### src/rtl/addsub_pkg.sv
// Shared types and defaults for the chunked sequential adder/subtractor.
// Latency: n/a (declarations only).
// Backpressure: n/a (declarations only).
package addsub_pkg;

  localparam int W_DEF = 4;
  localparam int K_DEF = 4;

  typedef enum logic [1:0] {
    IDLE = 2'd0,
    RUN  = 2'd1,
    DONE = 2'd2
  } state_t;

endpackage

### src/rtl/addsub_seq_if.sv
// Operand/result bus of addsub_seq: input handshake with A/B/M, output handshake with S and flags.
// Latency: n/a (wiring only).
// Backpressure: in_valid/in_ready on the operand side, out_valid/out_ready on the result side.
interface addsub_seq_if import addsub_pkg::*; #(
  parameter int W = W_DEF,
  parameter int K = K_DEF
) ();

  localparam int N = W * K;

  logic         in_valid;
  logic         in_ready;
  logic [N-1:0] A;
  logic [N-1:0] B;
  logic         M;
  logic         out_valid;
  logic         out_ready;
  logic [N-1:0] S;
  logic         C;
  logic         V;
  logic         Z;
  logic         NEG;

  // Producer/consumer side (drives operands, accepts results).
  modport master (
    output in_valid, A, B, M, out_ready,
    input  in_ready, out_valid, S, C, V, Z, NEG
  );

  // Arithmetic block side.
  modport slave (
    input  in_valid, A, B, M, out_ready,
    output in_ready, out_valid, S, C, V, Z, NEG
  );

endinterface

### src/rtl/addsub_chunk.sv
// W-bit ripple add of a + (b ^ m) + ci built from per-bit propagate/generate cells.
// Latency: purely combinational.
// Backpressure: none (no state).
module addsub_chunk import addsub_pkg::*; #(
  parameter int W = W_DEF
) (
  input  logic [W-1:0] a,
  input  logic [W-1:0] b,
  input  logic         m,
  input  logic         ci,
  output logic [W-1:0] sum,
  output logic         co,
  output logic         cmsb
);

  logic [W-1:0] bx;
  logic [W-1:0] p;
  logic [W-1:0] g;
  logic [W:0]   c;

  // Subtract inverts B here; the +1 arrives through the carry chain.
  assign bx   = b ^ {W{m}};
  assign p    = a ^ bx;
  assign g    = a & bx;
  assign c[0] = ci;

  for (genvar i = 0; i < W; i++) begin : g_cell
    assign c[i+1] = g[i] | (p[i] & c[i]);
  end

  assign sum  = p ^ c[W-1:0];
  assign co   = c[W];
  // Carry into the top bit of this chunk; on the last chunk it is the carry into bit N-1.
  assign cmsb = c[W-1];

endmodule

### src/rtl/addsub_seq.sv
// N=W*K bit add/subtract processed one W-bit chunk per cycle, LSB chunk first, with C/V/Z/NEG flags.
// Latency: exactly K cycles from input handshake to out_valid; one op per K+2 cycles at best.
// Backpressure: in_ready only in IDLE; DONE holds S and flags frozen until out_ready.
module addsub_seq import addsub_pkg::*; #(
  parameter int W = W_DEF,
  parameter int K = K_DEF
) (
  input  logic         clk,
  input  logic         rst_n,
  addsub_seq_if.slave  bus
);

  localparam int N  = W * K;
  localparam int IW = (K > 1) ? $clog2(K) : 1;
  localparam logic [IW-1:0] LAST = IW'(K - 1);

  state_t         state;
  state_t         state_nxt;

  logic [N-1:0]   a_q;
  logic [N-1:0]   b_q;
  logic           m_q;
  logic [N-1:0]   s_q;
  logic           cy_q;
  logic           c_q;
  logic           v_q;
  logic [IW-1:0]  idx_q;

  logic [W-1:0]   a_ch;
  logic [W-1:0]   b_ch;
  logic [W-1:0]   sum_ch;
  logic           co_ch;
  logic           cmsb_ch;
  logic           accept;
  logic           last;

  assign accept = bus.in_valid && (state == IDLE);
  assign last   = (idx_q == LAST);

  assign a_ch = a_q[int'(idx_q) * W +: W];
  assign b_ch = b_q[int'(idx_q) * W +: W];

  addsub_chunk #(.W(W)) u_chunk (
    .a    (a_ch),
    .b    (b_ch),
    .m    (m_q),
    .ci   (cy_q),
    .sum  (sum_ch),
    .co   (co_ch),
    .cmsb (cmsb_ch)
  );

  // State register; reset lands in IDLE without waiting for a clock.
  always_ff @(posedge clk or negedge rst_n) begin
    if (!rst_n) begin
      state <= IDLE;
    end else begin
      state <= state_nxt;
    end
  end

  // Next-state: accept in IDLE, walk K chunks in RUN, wait for the consumer in DONE.
  always_comb begin
    state_nxt = state;
    case (state)
      IDLE:    if (bus.in_valid)  state_nxt = RUN;
      RUN:     if (last)          state_nxt = DONE;
      DONE:    if (bus.out_ready) state_nxt = IDLE;
      default:                    state_nxt = IDLE;
    endcase
  end

  // Datapath: latch operands on accept, then fold one chunk per RUN cycle into S and the carry.
  always_ff @(posedge clk or negedge rst_n) begin
    if (!rst_n) begin
      a_q   <= '0;
      b_q   <= '0;
      m_q   <= 1'b0;
      s_q   <= '0;
      cy_q  <= 1'b0;
      c_q   <= 1'b0;
      v_q   <= 1'b0;
      idx_q <= '0;
    end else if (accept) begin
      a_q   <= bus.A;
      b_q   <= bus.B;
      m_q   <= bus.M;
      cy_q  <= bus.M;
      idx_q <= '0;
    end else if (state == RUN) begin
      s_q[int'(idx_q) * W +: W] <= sum_ch;
      cy_q <= co_ch;
      if (last) begin
        c_q <= co_ch;
        v_q <= cmsb_ch ^ co_ch;
      end else begin
        idx_q <= idx_q + 1'b1;
      end
    end
  end

  assign bus.in_ready  = (state == IDLE);
  assign bus.out_valid = (state == DONE);
  assign bus.S         = s_q;
  assign bus.C         = c_q;
  assign bus.V         = v_q;
  // Z and NEG follow the S register directly, so they track it through reset as well.
  assign bus.Z         = (s_q == '0);
  assign bus.NEG       = s_q[N-1];

endmodule

### src/flat_wrapper.sv
// flat-port wrapper written by rule: the top's interface ports become plain ports
module addsub_seq_flat import addsub_pkg::*;
#(
  parameter int W = W_DEF,
  parameter int K = K_DEF
)
  (clk, rst_n, bus_in_valid, bus_A, bus_B, bus_M, bus_out_ready, bus_in_ready, bus_out_valid, bus_S, bus_C, bus_V, bus_Z, bus_NEG);
  addsub_seq_if #(.W(W), .K(K)) bus_i ();
  input  logic clk;
  input  logic rst_n;
  input wire logic [$bits(bus_i.in_valid)-1:0] bus_in_valid;
  input wire logic [$bits(bus_i.A)-1:0] bus_A;
  input wire logic [$bits(bus_i.B)-1:0] bus_B;
  input wire logic [$bits(bus_i.M)-1:0] bus_M;
  input wire logic [$bits(bus_i.out_ready)-1:0] bus_out_ready;
  output wire logic [$bits(bus_i.in_ready)-1:0] bus_in_ready;
  output wire logic [$bits(bus_i.out_valid)-1:0] bus_out_valid;
  output wire logic [$bits(bus_i.S)-1:0] bus_S;
  output wire logic [$bits(bus_i.C)-1:0] bus_C;
  output wire logic [$bits(bus_i.V)-1:0] bus_V;
  output wire logic [$bits(bus_i.Z)-1:0] bus_Z;
  output wire logic [$bits(bus_i.NEG)-1:0] bus_NEG;
  assign bus_i.in_valid = bus_in_valid;
  assign bus_i.A = bus_A;
  assign bus_i.B = bus_B;
  assign bus_i.M = bus_M;
  assign bus_i.out_ready = bus_out_ready;
  assign bus_in_ready = bus_i.in_ready;
  assign bus_out_valid = bus_i.out_valid;
  assign bus_S = bus_i.S;
  assign bus_C = bus_i.C;
  assign bus_V = bus_i.V;
  assign bus_Z = bus_i.Z;
  assign bus_NEG = bus_i.NEG;
  addsub_seq #(.W(W), .K(K)) u_core (.clk(clk), .rst_n(rst_n), .bus(bus_i));
endmodule
### config.mk
export PLATFORM = sky130hd
export DESIGN_NAME = addsub_seq_flat
export DESIGN_NICKNAME = d
export VERILOG_FILES = /design/src/rtl/addsub_pkg.sv /design/src/rtl/addsub_seq_if.sv /design/src/rtl/addsub_chunk.sv /design/src/rtl/addsub_seq.sv /design/src/flat_wrapper.sv
export SDC_FILE = /design/constraint.sdc
export NUM_CORES = 1
export LEC_CHECK = 0
export BUFFER_PORTS_ARGS = -buffer_cell sky130_fd_sc_hd__buf_2
export CAP_MARGIN = 20
export CORE_AREA = 4 4 75 77
export DETAILED_ROUTE_END_ITERATION = 6
export DIE_AREA = 0 0 79 81
export PLACE_DENSITY = 0.88
export RECOVER_POWER = 100
export SLEW_MARGIN = 20
export SYNTH_ARGS = -nofsm -noshare
export SYNTH_HDL_FRONTEND = slang
export SYNTH_SLANG_ARGS = --single-unit
### constraint.sdc
create_clock -name clk -period 9.8 [get_ports clk]
set_input_delay 0.98 -clock clk [delete_from_list [all_inputs] [get_ports clk]]
set_output_delay 0.98 -clock clk [all_outputs]
set_load 0.1 [all_outputs]
==> results.toml, run 1 <==
[run_status]
status = "complete, but fails checks"
violations = "capacitance limit, slew limit"

[sta]
rsz0062_at_grt = "no"
slew_viol_final = 91
slew-limit-headroom = -0.959
timing.final.crit_share = 0.377
min_period_ns = 3.69
fin_skew_ns = 0.00703
max_freq_mhz = 271
tightest_slew_ns = 2.94
setup_viol = 0
timing.final.hold_violations = 0
finalSetupTns_ns = 0

[cts]
ctsResizeCount = 0
htreeDepth = 2
cts_made_buffers = 5
clkTransAtPathRegs_ns = 0.09
holdBufCountCts = 0
clock_latency_ns = 0.31
clkSinkCount = 56
cts.path.max_buffers = 2
post-cts-setup-buffers = 0
cts_tree = "done"
cts_root_buf = "clkbuf_8"

[logic_synthesis]
synth-seq-cells = 56
synthDistinctLibCells = 37
netlist_area_sq_mm = 0.00287
synth_seq_area_share = 0.488
synth_nets = 246
synth-edff-count = 0
synthFlopType = "dfrtp_1"
synth_cells = 199
syn_avg_cell_area_sq_um = 14.4
synth_warnings = 0
async_reset_ff_frac = 1.00

[route]
drt-initial-drc-count = 84
vias = 1776
top_layer = "met4"
wl_met2_um = 2590
viasPerCell = 5.43
drc_errors = 0
wl_per_cell_um = 16.3
firstDrtPassIters = 4
wl_met1_um = 2360
ant_nets = 0
routed_wl_um = 5340
routed-wl-met3_um = 297

[setup_path]
path_cells = "mux4_1 -> xnor2_1 -> fa_1 -> fa_1 -> fa_1 -> fa_1 -> xnor2_1 -> o21ai_0"
cp.required_ns = 9.99
worst_path_most_repeated_cell = "fa_1"
criticalPathCategory = "reg -> reg"
reg2reg_slack_ns = 6.11
crit_arrival_ns = 3.89
cp_max_fo = 17
end_kind = "flip-flop"
slowest_stage = "dfrtp_1"
critPathMaxStageDelay_ns = 0.85
cp-start-kind = "flip-flop"

[final_layout]
nNetsFinal = 303
multi_input_area_sq_mm = 0.00121
diodes = 0
area_delta_synth_final_pct = 7.49
nFillCells = 448
drive_above_1_share = 0.257
seqCellArea_sq_mm = 0.00140

[grt]
antenna_found_initial = 0
grt_usage = 0.185
overflow = 0
first_global_vias = 1838
grt_max_degree = 57
grt_pass1_wl_um = 8940

[floorplan]
core_area_sq_mm = 0.00501
die_area_sq_mm = 0.00640
die_w_um = 79
rows = 26
start_util = 0.574
io_pins = 59
die_h_um = 81

[run]
cap_violations = 2

[hold_path]
hold_path.class = "reg -> reg"

[place]
io_buffers = 58
gp_congestion = 0.821
hpwl_um = 3910
cells in the mapped netlist, drive strengths merged (3+ instances only):
library cell | instances | area, sq um
xnor2 | 5 | 43.8
nand3b | 5 | 75.1
nor4 | 4 | 25.0
dfrtp | 56 | 1400
nor2 | 3 | 13.8
ha | 6 | 75.1
mux2 | 34 | 495
or3 | 3 | 23.8
inv | 9 | 33.8
o21ai | 16 | 91.3
mux4 | 8 | 191
fa | 4 | 80.1
nand2 | 19 | 71.3
a22o | 3 | 26.3
a21oi | 3 | 15.0
buf | 8 | 105
layout by cell type (no fill, tap or decap), types with 3 or more instances in the layout:
cell type / Yosys / routed
fa_1: 4 / 4
a22o_1: 3 / 3
xnor2_1: 5 / 5
mux2_2: 4 / 8
dfrtp_1: 56 / 56
nand2_1: 19 / 19
a21oi_1: 3 / 3
inv_1: 9 / 9
ha_1: 6 / 6
mux4_2: 5 / 5
mux2_1: 0 / 25
mux4_1: 3 / 3
nand3b_4: 3 / 3
o21ai_0: 7 / 16
nor4_1: 4 / 4
clkbuf_8: 0 / 6
buf_2: 0 / 36
clkbuf_1: 1 / 23
kinds of logic (layout without fill, tap and decap cells):
logic type                 after synthesis  count (layout)  share of synthesized area
and+or+nand+nor                         42              42                     0.0975
muxes                                   42              42                      0.239
xor gates and xnor gates                 5               5                     0.0152
DFF                                     56              56                      0.488
adders and majority gates               10              10                     0.0540
AOI/OAI and AO/OA                       26              26                     0.0570
buffers and inverters                   18              76                     0.0496
area by class of cell:
cell class              instances  area share
repair buffers                 59      0.0863
multi-input cells             125       0.391
well taps                      70      0.0284
inverters                       9      0.0109
clock buffers                   6      0.0267
flip-flops and latches         56       0.454
clock inverters                 2     0.00324
flip-flops by register name, summed over array words and instances, names as in the netlist:
| name | count |
|---|---|
| u_core.cy_q | 1 |
| u_core.state | 2 |
| u_core.idx_q | 2 |
| u_core.b_q | 16 |
| u_core.bus.V | 1 |
| u_core.bus.S | 16 |
| u_core.bus.C | 1 |
| u_core.m_q | 1 |
| u_core.a_q | 16 |
worst paths after layout:
check,from,end,cells after the start
max,u_core.idx_q[0],u_core.bus.V,8
min,u_core.b_q[12],u_core.b_q[12],1
max reg2reg,u_core.idx_q[0],u_core.bus.V,8
min reg2reg,u_core.b_q[12],u_core.b_q[12],1
max in group asynchronous,rst_n,u_core.b_q[0],2
min in group asynchronous,rst_n,u_core.a_q[4],2
worst max-delay path, delay by kind of cell (launching register included):
family,cells,cell delay [ns]
muxes,1,0.65
adders and majority gates,4,1.66
AOI/OAI and AO/OA,1,0.10
DFF,1,0.85
xor gates and xnor gates,2,0.32
layer usage:
metal | GRT usage | vias up
li1 | - | 826
met3 | 0.0432 | 9
met2 | 0.305 | 52
met4 | 0.0773 | 0
met1 | 0.236 | 889
met5 | 0 | -
per-stage QoR:
stage	utilization	hold WS [ns]	instances	setup slack [ns]	cell area, sq um
floorplan	-	0.472	199	6.64	2870
global placement	0.629	0.481	319	6.17	3150
detailed placement	0.629	0.489	319	6.11	3150
CTS	0.647	0.512	327	6.09	3240
global route	0.617	0.518	327	5.81	3090
finish	0.617	0.493	327	6.11	3090
Power of run 1 is left out: the tool's default activity adds up to more than one toggle a clock period on the data nets, which glitch-free logic cannot reach.
==> inputs of run 2 (changes only) <==
- CORE_AREA: 4 4 75 77 -> 4 4 78 80
- DIE_AREA: 0 0 79 81 -> 0 0 82 84
- PLACE_DENSITY: 0.88 -> 0.82
- clock period: 9.8 -> 3.4 ns (I/O delays scaled with it)
==> run 2 against run 1 <==
Net effect:
- the run still ends with capacitance limit, slew limit left
- final area rose by 0.85%
- non-clock buffer count rose by 3
- setup slack got worse by 5.9 ns
- flip-flop and latch count did not move
- sequential share of layout area fell by 0.38 points
- wire length fell by 2.3%
- utilization fell by 4.0 points
- via count fell by 0.56%
- critical path type unchanged
- highest routed layer unchanged
==> results.toml, run 2 (same netlist as run 1, synthesis figures left out) <==
[run_status]
status = "complete, but fails checks"
violations = "capacitance limit, slew limit"

[setup_path]
crit_arrival_ns = 3.37
cp-start-kind = "flip-flop"
crit_buf_inv = 0
worst_path_most_repeated_cell = "fa_1"
criticalPathCategory = "reg -> reg"
slowest_stage = "mux4_1"
critPathTopFamily = "adder cells"
cp.required_ns = 3.60
reg2reg_depth = 8
critical_path_depth = 8
end_kind = "flip-flop"
reg2reg_slack_ns = 0.23
path_cells = "mux4_1 -> xnor2_1 -> fa_1 -> fa_1 -> fa_1 -> fa_1 -> xnor2_1 -> o21ai_0"
cp_max_fo = 3
critPathMaxStageDelay_ns = 0.59

[place]
io_buffers = 58
post-place-ws_ns = 0.227
hpwl_um = 3910
gp_congestion = 0.773

[sta]
worst_hold_slack_ns = 0.199
min_period_ns = 3.17
timing.final.hold_violations = 0
timing.final.crit_share = 0.933
setup_viol = 0
max_freq_mhz = 315
finalSetupTns_ns = 0
slew-limit-headroom = -0.414
tightest_slew_ns = 2.12
fin_skew_ns = 0.0108
rsz0062_at_grt = "no"
slew_viol_final = 68
finalWorstSetupSlack_ns = 0.228

[final_layout]
mostFrequentLayoutCell = "dfrtp_1"
final_cell_mix = "dfrtp_1 (56), buf_2 (35), mux2_1 (27)"
diodes = 0
nNetsFinal = 306
area_delta_synth_final_pct = 8.40
nFillCells = 494
seqCellArea_sq_mm = 0.00140
multi_input_area_sq_mm = 0.00121
drive_above_1_share = 0.242

[cts]
ctsResizeCount = 0
clock_latency_ns = 0.32
post-cts-setup-buffers = 0
htreeDepth = 2
clkSinkCount = 56
cts_made_buffers = 5
clkTransAtPathRegs_ns = 0.10
cts_root_buf = "clkbuf_8"
cts.path.max_buffers = 2
holdBufCountCts = 0
cts_tree = "done"

[floorplan]
core_area_sq_mm = 0.00541
die_w_um = 82
die_h_um = 84
start_util = 0.532
die_area_sq_mm = 0.00689
rows = 27
io_pins = 59

[route]
drc_errors = 0
firstDrtPassIters = 4
wl_per_cell_um = 15.7
ant_nets = 0
drt-initial-drc-count = 54
viasPerCell = 5.32
vias = 1766
routed_wl_um = 5220

[hold_path]
hold_path.class = "in -> reg"
min_path_cells = 2

[run]
cap_violations = 2

[grt]
antenna_found_initial = 0
grt_max_degree = 34
grt_pass1_wl_um = 8830
overflow = 0
grt_usage = 0.169
first_global_vias = 1849
run 2: final cells by class:
| class | count | area share |
|---|---|---|
| clock buffer | 8 | 0.0289 |
| multi-input combinational | 125 | 0.389 |
| sequential | 56 | 0.450 |
| tap | 72 | 0.0289 |
| timing repair buffer | 62 | 0.0924 |
| inverter | 9 | 0.0108 |
run 2: per-stage QoR:
step | area (sq um) | std cells | util
2_1_floorplan | 2870 | 199 | -
3_3_place_gp | 3180 | 324 | 0.588
3_5_place_dp | 3180 | 324 | 0.588
4_1_cts | 3270 | 332 | 0.604
5_1_grt | 3120 | 332 | 0.576
6_report | 3120 | 332 | 0.576
run 2: final timing paths:
path                                     to             from
max in group asynchronous   u_core.idx_q[0]            rst_n
setup / recovery               u_core.bus.V  u_core.idx_q[0]
hold / removal              u_core.state[1]    bus_out_ready
setup reg to reg               u_core.bus.V  u_core.idx_q[0]
hold reg to reg               u_core.a_q[6]    u_core.a_q[6]
min in group asynchronous  u_core.bus.S[15]            rst_n
run 2: metal layers:
metal / wire length (um) / track usage
met3: 345 / 0.0529
met1: 2260 / 0.211
met5: 0 / 0
met2: 2500 / 0.270
met4: 107 / 0.0680
Power of run 2 is left out for the same reason.
==> inputs of run 3 (changes only) <==
- CORE_AREA: 4 4 78 80 -> 4 4 77 79
- CTS_BUF_LIST: unset -> sky130_fd_sc_hd__clkbuf_4
- DIE_AREA: 0 0 82 84 -> 0 0 81 83
- PLACE_DENSITY: 0.82 -> 0.84
==> run 3 against run 2 <==
Net effect:
- final area fell by 0.36%
- the flow still finishes with violations (capacitance limit, slew limit)
- count of clock-buffer cells in the layout fell by 3
- sequential share of layout area rose by 0.16 points
- critical path type unchanged
- highest routed layer unchanged
- register-to-register slack improved by 0.07 ns
- cell count did not move
- die area fell by 2.4%
- flip-flop and latch count did not move
==> results.toml, run 3 (same netlist as run 1, synthesis figures left out) <==
[run_status]
status = "complete, but fails checks"
violations = "capacitance limit, slew limit"

[sta]
worst_hold_slack_ns = 0.165
rsz0062_at_grt = "no"
timing.final.crit_share = 0.913
slew-limit-headroom = -0.544
fin_skew_ns = 0.00871
finalSetupTns_ns = 0
timing.final.hold_violations = 0
slew_viol_final = 79
setup_viol = 0
tightest_slew_ns = 2.32
max_freq_mhz = 322
min_period_ns = 3.10

[grt]
antenna_found_initial = 0
overflow = 0
grt_max_degree = 45
grt_usage = 0.173
first_global_vias = 1835
grt_pass1_wl_um = 9000

[cts]
cts_made_buffers = 5
cts_root_buf = "clkbuf_4"
htreeDepth = 2
cts.path.max_buffers = 2
post-cts-setup-buffers = 0
cts_tree = "done"
clkTransAtPathRegs_ns = 0.14
clkSinkCount = 56
clock_latency_ns = 0.37

[setup_path]
cp-start-kind = "flip-flop"
cp_max_fo = 4
critPathMaxStageDelay_ns = 0.57
path_cells = "mux4_1 -> xnor2_1 -> fa_1 -> fa_1 -> fa_1 -> fa_1 -> o21ai_0"
slowest_stage = "fa_1"
cp.required_ns = 3.66
worst_path_most_repeated_cell = "fa_1"
crit_buf_inv = 0
critPathTopFamily = "adder cells"
criticalPathCategory = "reg -> reg"
end_kind = "flip-flop"
crit_arrival_ns = 3.36

[final_layout]
drive_above_1_share = 0.242
final_cells = 332
multi_input_area_sq_mm = 0.00121
nFillCells = 495
final_cell_mix = "dfrtp_1 (56), buf_2 (35), mux2_1 (27)"
mostFrequentLayoutCell = "dfrtp_1"
nNetsFinal = 306
seqCellArea_sq_mm = 0.00140
area_delta_synth_final_pct = 8.01
diodes = 0

[route]
viasPerCell = 5.24
drt-initial-drc-count = 99
routed_wl_um = 5170
wl_per_cell_um = 15.6
firstDrtPassIters = 4
vias = 1741
drc_errors = 0
ant_nets = 0

[place]
hpwl_um = 3960
io_buffers = 58
gp_congestion = 0.798
dpl.cell_count = 323

[floorplan]
die_h_um = 83
die_area_sq_mm = 0.00672
io_pins = 59
core_area_sq_mm = 0.00534
start_util = 0.538
rows = 27
die_w_um = 81

[run]
cap_violations = 2

[hold_path]
hold_path.class = "in -> reg"
[run 3: cell types whose count changed in the layout (fill, tap and decap cells not counted), moves of 2 or more]
cell	before	now
clkinv_1	0	2
clkbuf_8	6	0
clkbuf_4	0	5
clkbuf_1	26	23
[run 3: repair_timing]
action | in CTS | in global routing
setup endpoints to repair | 0 | 0
hold buffers | 0 | 1
hold endpoints to repair | 0 | 43
resized for setup | 0 | 0
[run 3: final timing paths]
check	from	end	slack [ns]	cells past startpoint
max in group asynchronous	rst_n	u_core.b_q[11]	0.87	3
max reg2reg	u_core.idx_q[0]	u_core.bus.S[11]	0.30	7
max	u_core.idx_q[0]	u_core.bus.S[11]	0.30	7
min reg2reg	u_core.a_q[2]	u_core.a_q[2]	0.50	1
min in group asynchronous	rst_n	u_core.bus.S[15]	1.19	2
min	bus_out_ready	u_core.state[1]	0.16	2
[run 3: cell type report]
class                           instances  area share
Timing Repair Buffer                   62      0.0939
Clock buffer                            5      0.0121
Multi-Input combinational cell        125       0.391
Sequential cell                        56       0.451
Tap cell                               72      0.0290
Inverter                                9      0.0109
Clock inverter                          3      0.0121
[run 3: layer usage]
metal  track usage  vias up  wire length (um)
met5             0        -                 0
met4        0.0630        0                76
met3        0.0390        7               293
met2         0.273       53              2470
met1         0.232      851              2330
li1              -      830                 -
[run 3: per-stage QoR]
stage	setup WS [ns]	util	instance area [sq um]
final	0.295	0.582	3100
after global routing	0.117	0.582	3100
after CTS	0.273	0.608	3240
after detailed placement	0.289	0.594	3170
after global placement	0.337	0.594	3170
after floorplan	0.243	-	2870
[run 3: worst register-to-register path, cell delays in order (launching register included)]
cell and delay [ns]:
dfrtp_1 0.38, mux4_1 0.57, xnor2_1 0.16, fa_1 0.40
fa_1 0.39, fa_1 0.43, fa_1 0.57, o21ai_0 0.12
Power of run 3 is left out for the same reason.
